[src/rtl/bsg_dff_bank_pkg.sv]
// rtl/bsg_dff_bank_pkg.sv - shared state encoding and default sizes for the write-arbitrated register bank
package bsg_dff_bank_pkg;

  typedef enum logic [0:0] {
    e_idle  = 1'b0,
    e_clear = 1'b1
  } state_e;

  localparam int width_default_lp   = 9;
  localparam int els_default_lp     = 4;
  localparam int num_req_default_lp = 3;

endpackage

[src/rtl/bsg_dff_bank_wr_arbiter_if.sv]
// rtl/bsg_dff_bank_wr_arbiter_if.sv - requester, clear and read-bus signals of the bank write arbiter
interface bsg_dff_bank_wr_arbiter_if
  import bsg_dff_bank_pkg::*;
#(
  parameter int width_p   = width_default_lp,
  parameter int els_p     = els_default_lp,
  parameter int num_req_p = num_req_default_lp
);
  localparam int lg_els_lp = $clog2(els_p);

  logic [num_req_p-1:0]           v_i;
  logic [num_req_p*lg_els_lp-1:0] addr_i;
  logic [num_req_p*width_p-1:0]   data_i;
  logic [num_req_p-1:0]           yumi_o;
  logic                           clear_v_i;
  logic                           clear_ready_o;
  logic                           busy_o;
  logic [els_p*width_p-1:0]       data_o;

  modport master (
    output v_i, addr_i, data_i, clear_v_i,
    input  yumi_o, clear_ready_o, busy_o, data_o
  );

  modport slave (
    input  v_i, addr_i, data_i, clear_v_i,
    output yumi_o, clear_ready_o, busy_o, data_o
  );

endinterface

[src/rtl/bsg_rr_arb_ptr.sv]
// rtl/bsg_rr_arb_ptr.sv - stateless round-robin pick starting just after the last grant
module bsg_rr_arb_ptr #(
  parameter int num_req_p = 3,
  localparam int lg_req_lp = $clog2(num_req_p)
) (
  input  logic [num_req_p-1:0] reqs_i,
  input  logic [lg_req_lp-1:0] last_i,
  input  logic                 en_i,
  output logic [num_req_p-1:0] grants_o,
  output logic [lg_req_lp-1:0] id_o
);

  always_comb begin
    int  idx;
    logic found;
    grants_o = '0;
    id_o     = '0;
    found    = 1'b0;
    idx      = 0;
    // Offsets 1..num_req_p visit every requester once, ending on last_i itself.
    for (int i = 1; i <= num_req_p; i++) begin
      idx = (int'(last_i) + i) % num_req_p;
      if (en_i && !found && reqs_i[idx]) begin
        found         = 1'b1;
        grants_o[idx] = 1'b1;
        id_o          = lg_req_lp'(idx);
      end
    end
  end

endmodule

[src/rtl/bsg_dff_bank_wr_arbiter.sv]
// rtl/bsg_dff_bank_wr_arbiter.sv - round-robin write arbiter and clear sequencer for a zero-reset register bank
module bsg_dff_bank_wr_arbiter
  import bsg_dff_bank_pkg::*;
#(
  parameter int width_p   = width_default_lp,
  parameter int els_p     = els_default_lp,
  parameter int num_req_p = num_req_default_lp
) (
  input  logic                       clk_i,
  input  logic                       reset_n_i,
  bsg_dff_bank_wr_arbiter_if.slave   bus
);

  localparam int lg_els_lp = $clog2(els_p);
  localparam int lg_req_lp = $clog2(num_req_p);

  state_e               state_q, state_d;
  logic [lg_els_lp-1:0] cnt_q, cnt_d;
  logic [lg_req_lp-1:0] last_q, last_d;

  logic                 arb_en;
  logic [num_req_p-1:0] grants;
  logic [lg_req_lp-1:0] grant_id;
  logic                 wr_v;
  logic [lg_els_lp-1:0] wr_addr;
  logic [width_p-1:0]   wr_data;
  logic                 clr_en;

  // Kept outside the FSM process so the grant feedback into last_d is not a combinational loop.
  assign arb_en = (state_q == e_idle) && !bus.clear_v_i;
  assign clr_en = (state_q == e_clear);

  bsg_rr_arb_ptr #(.num_req_p(num_req_p)) arb (
    .reqs_i   (bus.v_i),
    .last_i   (last_q),
    .en_i     (arb_en),
    .grants_o (grants),
    .id_o     (grant_id)
  );

  assign bus.yumi_o = grants;
  assign wr_v       = |grants;

  always_comb begin
    wr_addr = '0;
    wr_data = '0;
    for (int r = 0; r < num_req_p; r++) begin
      if (grants[r]) begin
        wr_addr = bus.addr_i[r*lg_els_lp +: lg_els_lp];
        wr_data = bus.data_i[r*width_p +: width_p];
      end
    end
  end

  always_ff @(posedge clk_i or negedge reset_n_i) begin
    if (!reset_n_i) begin
      state_q <= e_idle;
      cnt_q   <= '0;
      last_q  <= lg_req_lp'(num_req_p - 1);
    end else begin
      state_q <= state_d;
      cnt_q   <= cnt_d;
      last_q  <= last_d;
    end
  end

  always_comb begin
    state_d           = state_q;
    cnt_d             = cnt_q;
    last_d            = last_q;
    bus.clear_ready_o = 1'b0;
    bus.busy_o        = 1'b0;
    case (state_q)
      e_idle: begin
        bus.clear_ready_o = 1'b1;
        if (bus.clear_v_i) begin
          state_d = e_clear;
          cnt_d   = '0;
        end else if (wr_v) begin
          last_d = grant_id;
        end
      end
      e_clear: begin
        bus.busy_o = 1'b1;
        if (cnt_q == lg_els_lp'(els_p - 1)) begin
          state_d = e_idle;
          cnt_d   = '0;
        end else begin
          cnt_d = cnt_q + 1'b1;
        end
      end
      default: state_d = e_idle;
    endcase
  end

  // Out-of-range write addresses match no entry, so such writes vanish here.
  for (genvar k = 0; k < els_p; k++) begin : g_ent
    logic               clr_hit;
    logic               wr_hit;
    logic [width_p-1:0] ent_q;

    assign clr_hit = clr_en && (cnt_q == lg_els_lp'(k));
    assign wr_hit  = wr_v && (wr_addr == lg_els_lp'(k));

    always_ff @(posedge clk_i or negedge reset_n_i) begin
      if (!reset_n_i) begin
        ent_q <= '0;
      end else if (clr_hit || wr_hit) begin
        ent_q <= clr_hit ? '0 : wr_data;
      end
    end

    assign bus.data_o[k*width_p +: width_p] = ent_q;
  end

endmodule

[src/flat_wrapper.sv]
// flat-port wrapper written by rule: the top's interface ports become plain ports
module bsg_dff_bank_wr_arbiter_flat import bsg_dff_bank_pkg::*;
#(
  parameter int width_p   = width_default_lp,
  parameter int els_p     = els_default_lp,
  parameter int num_req_p = num_req_default_lp
)
  (clk_i, reset_n_i, bus_v_i, bus_addr_i, bus_data_i, bus_clear_v_i, bus_yumi_o, bus_clear_ready_o, bus_busy_o, bus_data_o);
  bsg_dff_bank_wr_arbiter_if #(.width_p(width_p), .els_p(els_p), .num_req_p(num_req_p)) bus_i ();
  input  logic clk_i;
  input  logic reset_n_i;
  input wire logic [$bits(bus_i.v_i)-1:0] bus_v_i;
  input wire logic [$bits(bus_i.addr_i)-1:0] bus_addr_i;
  input wire logic [$bits(bus_i.data_i)-1:0] bus_data_i;
  input wire logic [$bits(bus_i.clear_v_i)-1:0] bus_clear_v_i;
  output wire logic [$bits(bus_i.yumi_o)-1:0] bus_yumi_o;
  output wire logic [$bits(bus_i.clear_ready_o)-1:0] bus_clear_ready_o;
  output wire logic [$bits(bus_i.busy_o)-1:0] bus_busy_o;
  output wire logic [$bits(bus_i.data_o)-1:0] bus_data_o;
  assign bus_i.v_i = bus_v_i;
  assign bus_i.addr_i = bus_addr_i;
  assign bus_i.data_i = bus_data_i;
  assign bus_i.clear_v_i = bus_clear_v_i;
  assign bus_yumi_o = bus_i.yumi_o;
  assign bus_clear_ready_o = bus_i.clear_ready_o;
  assign bus_busy_o = bus_i.busy_o;
  assign bus_data_o = bus_i.data_o;
  bsg_dff_bank_wr_arbiter #(.width_p(width_p), .els_p(els_p), .num_req_p(num_req_p)) u_core (.clk_i(clk_i), .reset_n_i(reset_n_i), .bus(bus_i));
endmodule
[config.mk]
export PLATFORM = sky130hd
export DESIGN_NAME = bsg_dff_bank_wr_arbiter_flat
export DESIGN_NICKNAME = d
export VERILOG_FILES = /design/src/rtl/bsg_dff_bank_pkg.sv /design/src/rtl/bsg_dff_bank_wr_arbiter_if.sv /design/src/rtl/bsg_rr_arb_ptr.sv /design/src/rtl/bsg_dff_bank_wr_arbiter.sv /design/src/flat_wrapper.sv
export SDC_FILE = /design/constraint.sdc
export NUM_CORES = 1
export LEC_CHECK = 0
export BUFFER_PORTS_ARGS = -buffer_cell sky130_fd_sc_hd__buf_4
export CAP_MARGIN = 40
export CORE_MARGIN = 5
export CORE_UTILIZATION = 47
export DETAILED_ROUTE_END_ITERATION = 6
export PLACE_DENSITY = 0.78
export SLEW_MARGIN = 5
export SYNTH_ARGS = -nofsm -noshare
export SYNTH_HDL_FRONTEND = slang
export SYNTH_HIERARCHICAL = 1
export SYNTH_SLANG_ARGS = --single-unit
[constraint.sdc]
create_clock -name clk_i -period 2.7 [get_ports clk_i]
set_input_delay 0.405 -clock clk_i [delete_from_list [all_inputs] [get_ports clk_i]]
set_output_delay 0.405 -clock clk_i [all_outputs]
set_load 0.1 [all_outputs]
==> flow_summary.toml <==
[status]
outcome = "finished with violations"
violations = "setup timing"

[sta]
tightest_slew_ns = 0.521
setup_tns_ns = -4.64
fmax_mhz = 345
finalMaxSlewViolations = 0
hold_viol_final = 0
finClkSkew_ns = 0.00926
holdWs_ns = 0.0751
fin_crit_ns = 2.90
max_slew_margin_pct = 65.3
finalSetupViolations = 38
setup_ws_ns = -0.203
period_share_pct = 108
rsz0062_at_grt = "true"

[global_route]
grt_first_pass_wirelength_um = 13700
grt_usage_pct = 23.3
grt_pass1_vias = 2712
grt_max_degree = 42
overflow = 0
antenna_found_initial = 0

[setup_path]
worstPathCellList = "ha_4, mux2_4, mux2i_4, nand3_4, buf_6, o2bb2ai_4, nand3b_1, a22oi_4, buf_12, buf_12, nand3_1, a22oi_1"
startpoint = "u_core/last_q[1]"
critPathLaunchType = "register"
rrSetupSlack_ns = -0.20
worstPathArrival_ns = 3.10
cp.required_ns = 2.90
cpMostUsedCell = "buf_12"
end_kind = "register"
r2r_end = "u_core/g_ent[3].ent_q[0]"
critical_path_class = "register to register"
slowest_stage = "dfstp_2"
r2r-start = "u_core/last_q[1]"
crit_path_end = "u_core/g_ent[3].ent_q[0]"
path_max_fanout = 9
rr_worst_depth = 12
slowest_delay_ns = 0.59

[placement]
placedCellCount = 432
gp_congestion = 0.875
dp_hpwl_um = 5490
placed_cell_area_um2 = 3520
numPortBuffers = 79

[job]
maxCapViolCount = 0

[logic_synthesis]
synth_cells = 283
yosys_warnings = 6
synth_cell_type_count = 41
syn_nets = 330
syn-cell-area_um2 = 2670
syn_avg_cell_area_um2 = 9.43
ys_ff_latch = 41
ys_seq_area_share_pct = 38.5

[cells_and_area]
final_cells = 467
diodes = 0
multiInputGateArea_um2 = 1770
num-fill-cells = 327
final_cell_mix = "buf_4, dfrtp_1, nand3_1, a22oi_1, o21ai_2"
nets = 441
ff_latch_area_um2 = 1030
final_common_cell = "buf_4"
drive_gt1_share_pct = 54.4
area_growth_pct = 62.3
fin_area_um2 = 4330

[floorplan]
initial_core_util_pct = 48.5
dieArea_um2 = 7290
core_area_um2 = 5510
die_y_um = 85.4
rows = 27
ioPinCount = 80
fp.dieW_um = 85.4

[power]
p_leak_uw = 0.00193
powerDensity_nw_per_um2 = 734
p_total_uw = 3180
ir_drop_v = 0.000511

[cts]
cts_sinks = 41
clkLatencyLatePin_ns = 0.30
htreeDepth = 2
ctsHoldBuffers = 0
cts_buffer_depth = 2
clk_pin_slew_ns = 0.09
tritoncts = "done"
cts_buffers = 5
cts_root_buf = "clkbuf_8"

[drt]
initialDrtViolationCount = 342
detail-route-antenna-nets = 0
drc = 0
avgViaCountPerCell = 6.28
first_pass_iters = 5
wl_per_cell_um = 22.3
drt_wl_total_um = 10400
via_count = 2934

[hold_path]
min_path_type = "input port to asynchronous set/reset pin"
==> per-stage QoR <==
stage | utilization, % | setup slack, ns
after global routing | 78.6 | -0.280
after CTS | 71.1 | -0.0461
after detailed placement | 64.0 | -0.0831
final | 78.6 | -0.203
after global placement | 64.0 | 0.00542
after floorplan | - | -0.353
==> critical path, delay by kind of cell (launching register included) <==
| family | cells | cell delay, ns |
|---|---|---|
| multiplexers | 2 | 0.50 |
| AND/OR/NAND/NOR | 3 | 0.45 |
| buffers and inverters | 3 | 0.47 |
| adder cells (fa/ha/maj) | 1 | 0.17 |
| AO/OA/AOI/OAI | 3 | 0.61 |
| flip-flops | 1 | 0.59 |
==> kinds of logic after synthesis <==
group / Yosys count / share of synthesized area (%)
AOI/OAI and AO/OA: 118 / 30.9
and+or+nand+nor: 73 / 15.8
DFF: 41 / 38.5
buffers and inverters: 37 / 7.97
adders and majority gates: 8 / 3.75
muxes: 6 / 3.00
==> area by class of cell <==
class	instances	area share [%]
multi-input combinational	205	41.0
timing repair buffer	132	29.7
sequential	41	23.8
tap	72	2.08
clock buffer	7	1.99
inverter	9	0.780
clock inverter	1	0.693
==> worst min path at each step <==
stage / start / end / cells after the start / slack [ns]
after floorplan: reset_n_i / u_core/clr_en / 0 / 0.11
after global placement: reset_n_i / u_core/g_ent[0].ent_q[3] / 1 / 0.41
after detailed placement: reset_n_i / u_core/g_ent[0].ent_q[1] / 1 / 0.42
after CTS: reset_n_i / u_core/g_ent[2].ent_q[1] / 1 / 0.10
after global routing: reset_n_i / u_core/g_ent[0].ent_q[1] / 1 / 0.12
final: reset_n_i / u_core/g_ent[0].ent_q[5] / 1 / 0.08
==> what timing repair did <==
item,CTS,global route
setup endpoints to repair,27,39
cloned,2,9
resized for setup,31,58
setup buffers,9,7
pin swaps,6,22
==> power by group <==
part	leakage (uW)	internal (uW)	switching [uW]
combinational	0.00131	692	1240
clock	0.0000585	302	219
sequential	0.000560	674	52.2
==> Yosys cell counts (all sizes together) <==
| master | instances | area share, % |
|---|---|---|
| a21boi | 1 | 0.28 |
| a21oi | 24 | 5.9 |
| a22o | 2 | 0.98 |
| a22oi | 38 | 12 |
| and2b | 2 | 0.66 |
| buf | 19 | 5.4 |
| clkbuf | 9 | 1.3 |
| dfrtp | 40 | 38 |
| dfstp | 1 | 0.98 |
| ha | 8 | 3.8 |
| inv | 9 | 1.3 |
| mux2 | 3 | 1.4 |
| mux2i | 3 | 1.6 |
| nand2 | 6 | 0.84 |
| nand2b | 2 | 0.47 |
| nand3 | 37 | 7.1 |
| nand3b | 13 | 3.7 |
| nor2 | 2 | 0.28 |
| nor2b | 10 | 2.3 |
| nor3b | 1 | 0.47 |
| o211ai | 1 | 0.47 |
| o21a | 2 | 0.56 |
| o21ai | 39 | 7.3 |
| o22ai | 5 | 1.2 |
| o2bb2ai | 1 | 0.33 |
| o31a | 2 | 0.66 |
| o31ai | 3 | 1.4 |
==> metal layers <==
layer | share of wire, % | track usage, % | vias to the layer above
li1 | - | - | 1279
met1 | 37 | 30.2 | 1411
met2 | 49 | 38.1 | 202
met3 | 11 | 5.15 | 42
met4 | 3.9 | 8.35 | 0
met5 | 0 | 0 | -
==> sequential cells by signal, summed over array words and instances (netlist names) <==
register            flops
u_core/last_q           2
u_core/clr_en           1
u_core/cnt_q            2
u_core/g_ent.ent_q     36
(Power assumes the default switching activity.)
